## src/rtl/coolgirl_console_pkg.sv

```systemverilog
// Shared encodings for the console detection block: FSM states, console_type codes
// and a small constant helper.
package coolgirl_console_pkg;

    typedef enum logic [1:0] {
        ST_INIT    = 2'd0,
        ST_SETTLE  = 2'd1,
        ST_OBSERVE = 2'd2,
        ST_DONE    = 2'd3
    } det_state_t;

    localparam logic [1:0] CONSOLE_ORIGINAL      = 2'b00;
    localparam logic [1:0] CONSOLE_NEW_FAMICLONE = 2'b01;
    localparam logic [1:0] CONSOLE_UNKNOWN       = 2'b10;

    function automatic int max3(input int a, input int b, input int c);
        int m;
        m = (a > b) ? a : b;
        return (m > c) ? m : c;
    endfunction

endpackage

```

## src/rtl/sync_bit.sv

```systemverilog
// Single-bit multi-flop synchronizer; resets to 1 so active-low strobes read idle.
module sync_bit #(
    parameter int STAGES = 2
) (
    input  logic clk,
    input  logic rst_n,
    input  logic d,
    output logic q
);
    localparam int S = (STAGES < 2) ? 2 : STAGES;

    logic [S-1:0] ff;

    always_ff @(posedge clk or negedge rst_n) begin
        if (!rst_n) ff <= '1;
        else        ff <= {ff[S-2:0], d};
    end

    assign q = ff[S-1];
endmodule

```

## src/rtl/console_detect.sv

```systemverilog
// Classifies the console by grounding CIRAM /CE and /A13, then checking whether the
// /A13 pin follows the inverse of A13 during PPU reads.
module console_detect
    import coolgirl_console_pkg::*;
#(
    parameter int INIT_CYCLES    = 15,
    parameter int SETTLE_CYCLES  = 4,
    parameter int SAMPLES        = 2,
    parameter int MISMATCH_MIN   = 1,
    parameter int TIMEOUT_CYCLES = 65535,
    parameter int SYNC_STAGES    = 2
) (
    input  logic                                m2,
    input  logic                                reset_n,
    input  logic                                rearm,
    input  logic                                ppu_rd_in,
    input  logic                                ppu_a13_in,
    input  logic                                ppu_not_a13_in,
    output logic                                ground_en,
    output logic                                detect_done,
    output logic [1:0]                          console_type,
    output logic [$clog2(2*SAMPLES+1)-1:0]      mismatch_cnt
);
    localparam int CW = $clog2(max3(INIT_CYCLES, SETTLE_CYCLES, TIMEOUT_CYCLES) + 1);
    localparam int MW = $clog2(2*SAMPLES + 1);
    localparam int PW = $clog2(SAMPLES + 1);

    localparam logic [CW-1:0] LD_INIT    = CW'(INIT_CYCLES);
    localparam logic [CW-1:0] LD_SETTLE  = CW'(SETTLE_CYCLES);
    localparam logic [CW-1:0] LD_TIMEOUT = CW'(TIMEOUT_CYCLES);
    localparam logic [PW-1:0] SAMP       = PW'(SAMPLES);
    localparam logic [MW-1:0] MCNT_MAX   = MW'(2*SAMPLES);
    localparam logic [31:0]   MM_MIN     = MISMATCH_MIN;

    logic rd_s, a13_s, na13_s;

    sync_bit #(.STAGES(SYNC_STAGES)) u_sync_rd   (.clk(m2), .rst_n(reset_n), .d(ppu_rd_in),      .q(rd_s));
    sync_bit #(.STAGES(SYNC_STAGES)) u_sync_a13  (.clk(m2), .rst_n(reset_n), .d(ppu_a13_in),     .q(a13_s));
    sync_bit #(.STAGES(SYNC_STAGES)) u_sync_na13 (.clk(m2), .rst_n(reset_n), .d(ppu_not_a13_in), .q(na13_s));

    det_state_t    state;
    logic [CW-1:0] cnt;
    logic [PW-1:0] lo_cnt, hi_cnt, lo_nxt, hi_nxt;
    logic [MW-1:0] mcnt_nxt;
    logic          accept, complete;

    // Next-state view of the sample counters lets completion beat a same-edge timeout.
    always_comb begin
        lo_nxt   = lo_cnt;
        hi_nxt   = hi_cnt;
        mcnt_nxt = mismatch_cnt;
        accept   = (state == ST_OBSERVE) && !rd_s &&
                   (a13_s ? (hi_cnt < SAMP) : (lo_cnt < SAMP));
        if (accept) begin
            if (a13_s) hi_nxt = hi_cnt + 1'b1;
            else       lo_nxt = lo_cnt + 1'b1;
            if ((na13_s == a13_s) && (mismatch_cnt < MCNT_MAX))
                mcnt_nxt = mismatch_cnt + 1'b1;
        end
        complete = (lo_nxt == SAMP) && (hi_nxt == SAMP);
    end

    always_ff @(posedge m2 or negedge reset_n) begin
        if (!reset_n) begin
            state        <= ST_INIT;
            cnt          <= LD_INIT;
            ground_en    <= 1'b1;
            detect_done  <= 1'b0;
            console_type <= CONSOLE_ORIGINAL;
            mismatch_cnt <= '0;
            lo_cnt       <= '0;
            hi_cnt       <= '0;
        end else if (rearm) begin
            state        <= ST_INIT;
            cnt          <= LD_INIT;
            ground_en    <= 1'b1;
            detect_done  <= 1'b0;
            console_type <= CONSOLE_ORIGINAL;
            mismatch_cnt <= '0;
            lo_cnt       <= '0;
            hi_cnt       <= '0;
        end else begin
            case (state)
                ST_INIT: begin
                    ground_en <= 1'b1;
                    if (cnt <= CW'(1)) begin
                        state     <= ST_SETTLE;
                        cnt       <= LD_SETTLE;
                        ground_en <= 1'b0;
                    end else begin
                        cnt <= cnt - 1'b1;
                    end
                end
                ST_SETTLE: begin
                    if (cnt <= CW'(1)) begin
                        state        <= ST_OBSERVE;
                        cnt          <= LD_TIMEOUT;
                        lo_cnt       <= '0;
                        hi_cnt       <= '0;
                        mismatch_cnt <= '0;
                    end else begin
                        cnt <= cnt - 1'b1;
                    end
                end
                ST_OBSERVE: begin
                    lo_cnt       <= lo_nxt;
                    hi_cnt       <= hi_nxt;
                    mismatch_cnt <= mcnt_nxt;
                    if (complete) begin
                        state        <= ST_DONE;
                        detect_done  <= 1'b1;
                        console_type <= (32'(mcnt_nxt) >= MM_MIN) ? CONSOLE_NEW_FAMICLONE
                                                                 : CONSOLE_ORIGINAL;
                    end else if (cnt <= CW'(1)) begin
                        state        <= ST_DONE;
                        detect_done  <= 1'b1;
                        console_type <= CONSOLE_UNKNOWN;
                    end else begin
                        cnt <= cnt - 1'b1;
                    end
                end
                default: begin
                    detect_done <= 1'b1;
                end
            endcase
        end
    end
endmodule

```

## config.mk

```make
export PLATFORM = sky130hd
export DESIGN_NAME = console_detect
export DESIGN_NICKNAME = d
export VERILOG_FILES = /design/src/rtl/coolgirl_console_pkg.sv /design/src/rtl/sync_bit.sv /design/src/rtl/console_detect.sv
export SDC_FILE = /design/constraint.sdc
export NUM_CORES = 1
export LEC_CHECK = 0
export CAP_MARGIN = 10
export CELL_PAD_IN_SITES_DETAIL_PLACEMENT = 2
export CELL_PAD_IN_SITES_GLOBAL_PLACEMENT = 2
export CORE_ASPECT_RATIO = 1.75
export CORE_MARGIN = 4
export CORE_UTILIZATION = 33
export CTS_CLUSTER_DIAMETER = 40
export DETAILED_ROUTE_END_ITERATION = 8
export PLACE_DENSITY = 0.85
export SYNTH_ARGS = -nofsm -noshare
export SYNTH_HDL_FRONTEND = slang
export SYNTH_SLANG_ARGS = --single-unit
```

## constraint.sdc

```tcl
create_clock -name m2 -period 2.5 [get_ports m2]
set_input_delay 0.25 -clock m2 [delete_from_list [all_inputs] [get_ports m2]]
set_output_delay 0.25 -clock m2 [all_outputs]
set_load 0.1 [all_outputs]
```

==> results of run 1 <==
-- metrics by stage --
step / TNS (ps) / cell area (sq um) / total power, uW / hold slack, ps / instances
2_1_floorplan: 0 / 2131 / 689.7 / -45.59 / 241
3_3_place_gp: 0 / 2397 / 735.3 / 346.1 / 337
3_5_place_dp: 0 / 2397 / 741.6 / 349.7 / 337
4_1_cts: 0 / 2510 / 1295 / 48.87 / 345
5_1_grt: -36.09 / 2621 / 1337 / 92.13 / 349
6_report: 0 / 2621 / 1273 / 41.86 / 349
-- per-layer routing --
metal,track usage [%],routed length (um),vias to the layer above
met5,0,0,-
met4,9.635,229,0
met3,3.831,131,13
met2,35.04,4118,25
met1,18.92,2548,1025
li1,-,-,934
-- cells in the mapped netlist (all sizes together) (3+ instances only) --
library cell / n / area share (%)
nor3: 9 / 2.1
inv: 8 / 1.4
or3: 6 / 1.8
o21ai: 15 / 3.5
o22a: 7 / 2.9
nor2b: 5 / 1.5
nor4: 4 / 1.2
nor3b: 4 / 1.4
clkbuf: 6 / 1.1
nor2: 42 / 7.4
a31oi: 6 / 1.8
buf: 5 / 1.6
a211oi: 4 / 1.4
a211o: 3 / 1.2
and2: 3 / 0.88
a21oi: 20 / 4.9
or4: 3 / 1.2
dfrtp: 24 / 28
nand4: 3 / 0.88
nand3: 4 / 0.94
nand2: 14 / 2.8
dfstp: 11 / 14
ha: 6 / 3.5
-- power by group --
part           leakage (uW)  internal (uW)  switching [uW]  total (uW)
Clock             0.0000581            297             240         537
Combinational      0.000657           52.3            74.5         127
Sequential         0.000451            589            19.4         609
Total               0.00117            939             334        1270
-- final timing paths --
| path | cells after the start | endpoint | slack, ps | start |
|---|---|---|---|---|
| min | 1 | detect_done$_DFFE_PN0P_ | 40 | reset_n |
| min in group m2 | 1 | u_sync_na13.ff[0]$_DFF_PN1_ | 340 | ppu_not_a13_in |
| max | 10 | cnt[9]$_DFFE_PN0P_ | 70 | state[0]$_DFFE_PN0P_ |
| max reg2reg | 10 | cnt[9]$_DFFE_PN0P_ | 70 | state[0]$_DFFE_PN0P_ |
| max in group asynchronous | 1 | cnt[7]$_DFFE_PN0P_ | 1920 | reset_n |
| min reg2reg | 0 | u_sync_rd.ff[1]$_DFF_PN1_ | 360 | u_sync_rd.ff[0]$_DFF_PN1_ |
-- what timing repair did --
item                                    4_1_cts  5_1_grt
endpoints found under the hold margin         0        0
endpoints found under the setup margin        0       20
gates resized for setup                       0       12
buffers inserted                              0        2
-- cell type report --
type                    instances  area, sq um  share of cell area [%]
clock inverters                 3        43.79                   1.671
flip-flops and latches         35        889.6                   33.94
clock buffers                   5        68.82                   2.625
multi-input cells             187         1194                   45.54
well taps                      80        100.1                   3.819
repair buffers                 31        295.3                   11.26
inverters                       8        30.03                   1.146
-- cells by family (layout without fill, tap and decap cells) --
logic type | count (synthesis) | count (layout) | synth area share (%)
buffers and inverters | 19 | 47 | 4.052
xor gates and xnor gates | 1 | 1 | 0.4111
AOI/OAI and AO/OA | 71 | 71 | 22.90
and+or+nand+nor | 107 | 107 | 26.42
DFF | 35 | 35 | 41.75
adders and majority gates | 6 | 6 | 3.523
muxes | 2 | 2 | 0.9396
==> run metrics, run 1 <==
Worst Setup Start Kind register; # nets final 280; antenna violations before repair 0; Critical Path RT 2690 ps; routability cong. 0.8208; Pleak 0.001167 uW; largest net degree at the start of global routing 36; CP max stage cell or4_4; Tightest Hold Check Type in2async; fin. max-slew vios 0; Crit path largest cell delay 510 ps; worst-path maximum fanout 7; Largest regs cnt (16), mismatch_cnt (3); most flop-heavy register cnt; CTS root buffer clkbuf_8; Worst Path Class, Setup reg2reg; vias post-DR 1997; Post-Syn Nets 253; TritonCTS Sinks 35; ys async rst share 100.0%; Setup Viol. Count Final 0; final setup margin 70.28 ps; GRT Util Overall 18.96%; Chip Height 114.3 um; arrival time worst endpoint 2620 ps; post-layout util 42.09%; Slew HR 43.50%; Core Rows 38; Inserted Diodes 0; pre-CTS setup slack 25.74 ps; first-pass GRT wire length 10.96 mm; H-tree depth 2; WP buf/inv 3; vias in the first global route 2205; routed length per instance 20.13 um; First-pass DRT Iterations 4; post-DP HPWL 4.948 mm; Synth Instances 241; Die W 68.74 um; maximum vdd drop 262.1 uV; CTS max path bufs 2; initial DRC count 61; number of synthesized register bits 35; total congestion overflow 0; Final Hold Viols 0; most frequent cells in the layout nor2_1, dfrtp_1, buf_4; worst-margin pin slew 847.6 ps; total core area 6228 sq um; clk_lat worst skew 310 ps; Initial Utilization 34.21%; Final period util 97.19%; Clock Skew 11.85 ps; max reg flops 16; Hold Buf Count CTS 0; I/O pins 13; CP cell instances inv_1 -> ha_2 -> nand2b_1 -> or4_4 -> and2_4 -> a311oi_4 -> buf_6 -> buf_12 -> a21oi_1 -> o22a_1; Most used DFF post-synth dfrtp_1; min Tclk post-route 2430 ps; Synth Cell Area 2131 sq um; syn_area_per_cell 8.841 sq um; CTS buffer count 5; number of enable flip-flop cells after synthesis 0; Cell variety after synth 50; Yosys Warn Count 0; die area 7857 sq um; clock-pin slew on the worst setup and hold paths 80 ps; Achievable Freq 0.4116 GHz; commonest non-fill, non-tap cell in the layout nor2_1; CTS tree built; FILL cells 698; outcome finished clean; Detailed Route WL 7.027 mm; Area Overhead vs Synth 23.02%; post-synthesis sequential area ratio 41.75%; Residual DRC 0; share of cells above drive strength 1 22.30%; crit-path leading delay family simple AND/OR/NAND/NOR gates; MaxCap Viol Count 0; vias per inst 5.722; ANT nets after route 0; pwr/cell area 485.6 nW/um^2; IO Port Bufs 12; crit path capture type register
No activity file was read; power rests on OpenSTA's default activity.
==> run 2, diff against run 1 <==
--- a/config.mk
+++ b/config.mk
@@ -11,7 +11,6 @@
 export CORE_ASPECT_RATIO = 1.75
 export CORE_MARGIN = 4
 export CORE_UTILIZATION = 33
-export CTS_CLUSTER_DIAMETER = 40
 export DETAILED_ROUTE_END_ITERATION = 8
 export PLACE_DENSITY = 0.85
 export SYNTH_ARGS = -nofsm -noshare
==> results of run 2 <==
Final layout, timing and power as in run 1 (identical DEF).
==> run 3, diff against run 2 <==
--- a/config.mk
+++ b/config.mk
@@ -10,9 +10,9 @@
 export CELL_PAD_IN_SITES_GLOBAL_PLACEMENT = 2
 export CORE_ASPECT_RATIO = 1.75
 export CORE_MARGIN = 4
-export CORE_UTILIZATION = 33
+export CORE_UTILIZATION = 40
 export DETAILED_ROUTE_END_ITERATION = 8
-export PLACE_DENSITY = 0.85
+export PLACE_DENSITY = 0.95
 export SYNTH_ARGS = -nofsm -noshare
 export SYNTH_HDL_FRONTEND = slang
 export SYNTH_SLANG_ARGS = --single-unit
==> constraint.sdc (replaced) <==
create_clock -name m2 -period 3 [get_ports m2]
set_input_delay 0.3 -clock m2 [delete_from_list [all_inputs] [get_ports m2]]
set_output_delay 0.3 -clock m2 [all_outputs]
set_load 0.1 [all_outputs]
==> run 3 against run 2 <==
  * Sequential power decreased by 16%
  * Worst hold slack improved by 310 ps
  * Final cell count decreased by 11%
  * Clock-buffer cell count unchanged
  * Clock skew decreased by 5.4 ps
  * Sequential share of layout area increased by 2.7 points
  * Critical path type unchanged
  * Critical endpoint is now cnt[0]$_DFFE_PN1P_
==> run metrics, run 3 (synthesized netlist as in run 1, its figures left out) <==
Largest regs cnt (16), mismatch_cnt (3); setup tns final 0 ps (unchanged); RR Startpoint state[0]$_DFFE_PN0P_; antenna violations before repair 0 (unchanged); die area 6604 sq um (-16%); max reg flops 16 (unchanged); Inserted Diodes 0 (unchanged); First-pass DRT Iterations 5 (+1); Detailed Route WL 7.389 mm (+5.2%); crit-path leading delay family compound AO/OA/AOI/OAI gates; post-DP HPWL 5.168 mm (+4.5%); Pleak 0.001079 uW (-7.5%); Final period util 94.69% (-2.5 points); Residual DRC 0 (unchanged); r2r setup slk 160 ps (+90 ps); most flop-heavy register cnt; vias in the first global route 2184 (-0.95%); beginning of the critical path state[0]$_DFFE_PN0P_; post-layout util 47.97% (+5.9 points); Crit path largest cell delay 550 ps (+40 ps); CTS buffer count 5 (unchanged); Post-CTS Setup Bufs 0 (unchanged); IO Port Bufs 12 (unchanged); CTS tree built; first-pass GRT wire length 12.08 mm (+10%); H-tree depth 2 (unchanged); min Tclk post-route 2841 ps (+410.9 ps); CTS root buffer clkbuf_8; clock-pin slew on the worst setup and hold paths 80 ps (about the same); CTS max path bufs 2 (unchanged); ANT nets after route 0 (unchanged); Core Rows 34 (-11%); WL met2 4.072 mm (-1.1%); routed length per instance 23.84 um (+18%); Achievable Freq 0.3520 GHz (-14%); WL met3 173 um (+32%); Worst R2R End cnt[0]$_DFFE_PN1P_; Levels on crit path 9 (-1); pwr/cell area 470.2 nW/um^2 (-3.2%); PostCTS Resize Cnt 0 (unchanged); # nets final 267 (-4.6%); Setup Viol. Count Final 0 (unchanged); GRT Util Overall 23.60% (+4.6 points); Worst Setup Start Kind register; Chip Height 104.6 um (-8.5%); crit path capture type register; Slew HR 35.16% (-8.3 points); Tightest Hold Check Type reg2reg; vias per inst 6.368 (+11%); CP cell instances inv_1 -> ha_1 -> buf_4 -> and4b_1 -> a21oi_1 -> and2_1 -> a31oi_1 -> a2111oi_0 -> a211o_1; maximum vdd drop 242.2 uV (-7.6%); Critical Path RT 3240 ps (+550 ps); total core area 5062 sq um (-19%); vias post-DR 1974 (-1.2%); clk_lat worst skew 290 ps (-20 ps); I/O pins 13 (unchanged); TritonCTS Sinks 35 (unchanged); Hold Buf Count CTS 0 (unchanged); Initial Utilization 42.09% (+7.9 points); Worst Path Class, Setup reg2reg; fin. max-slew vios 0 (unchanged); worst-margin pin slew 969.6 ps (+122.1 ps); Worst setup endpoint cnt[0]$_DFFE_PN1P_; initial DRC count 63 (+3.3%); RSZ-0062 raised after global routing false; Clock Skew 6.487 ps (-5.362 ps); commonest non-fill, non-tap cell in the layout nor2_1; Die W 63.17 um (-8.1%); WP buf/inv 2 (-1); worst-path maximum fanout 17 (+10); routability cong. 0.7984 (-2.7%); Area Overhead vs Synth 13.98%; outcome finished clean; MaxCap Viol Count 0 (unchanged); Top Metal Used met4; Final Hold Viols 0 (unchanged); share of cells above drive strength 1 14.84% (-7.5 points); Metal-1 WL 2.748 mm (+7.8%); CP max stage cell a2111oi_0; arrival time worst endpoint 3080 ps (+460 ps); largest net degree at the start of global routing 36 (unchanged); FF-to-FF path depth 9 (-1); most frequent cells in the layout nor2_1, dfrtp_1, a21oi_1; total congestion overflow 0 (unchanged)
-- run 3: cell type report --
type,count,area [sq um]
Clock buffer,5,68.82
Multi-Input combinational cell,187,1155
Sequential cell,35,889.6
Timing Repair Buffer,18,150.1
Fill cell,574,2634
Tap cell,54,67.56
Inverter,8,30.03
Clock inverter,3,67.56
-- run 3: per-layer routing --
layer / vias up / track usage (%)
met4: 0 / 13.45
met1: 995 / 25.29
li1: 905 / -
met5: - / 0
met2: 46 / 43.39
met3: 28 / 3.115
-- run 3: per-stage QoR --
| stage | setup WS [ps] | power (uW) | hold slack [ps] | cells | area [sq um] |
|---|---|---|---|---|---|
| after floorplan | 590.8 | 574.8 | 4.409 | 241 | 2131 |
| final | 159.4 | 1142 | 355.6 | 310 | 2429 |
| after global placement | 429.5 | 611.7 | 345.5 | 302 | 2292 |
| after detailed placement | 315.7 | 620.0 | 347.3 | 302 | 2292 |
| after global routing | 49.95 | 1190 | 361.3 | 310 | 2429 |
| after CTS | 217.9 | 1158 | 359.6 | 310 | 2429 |
-- run 3: worst min path at each step --
stage	start	slack [ps]	to	cells past startpoint
finish	u_sync_rd.ff[0]$_DFF_PN1_	360	u_sync_rd.ff[1]$_DFF_PN1_	0
global route	u_sync_rd.ff[0]$_DFF_PN1_	360	u_sync_rd.ff[1]$_DFF_PN1_	0
CTS	u_sync_a13.ff[0]$_DFF_PN1_	360	u_sync_a13.ff[1]$_DFF_PN1_	0
detailed placement	u_sync_a13.ff[0]$_DFF_PN1_	350	u_sync_a13.ff[1]$_DFF_PN1_	0
global placement	u_sync_a13.ff[0]$_DFF_PN1_	350	u_sync_a13.ff[1]$_DFF_PN1_	0
floorplan	reset_n	4	cnt[10]$_DFFE_PN0P_	0
-- run 3: where the power goes --
part	internal, uW	switching [uW]	total [uW]
combinational	40.6	65.7	106
sequential	491	19.7	511
clock	332	193	525
total	864	278	1140
-- run 3: worst register-to-register path, delay by kind of cell, from the launching register on --
family	cells	cell delay [ps]
flops	1	370
fa+ha+maj	1	230
simple gates	2	550
compound gates	4	1340
buf+inv	2	310
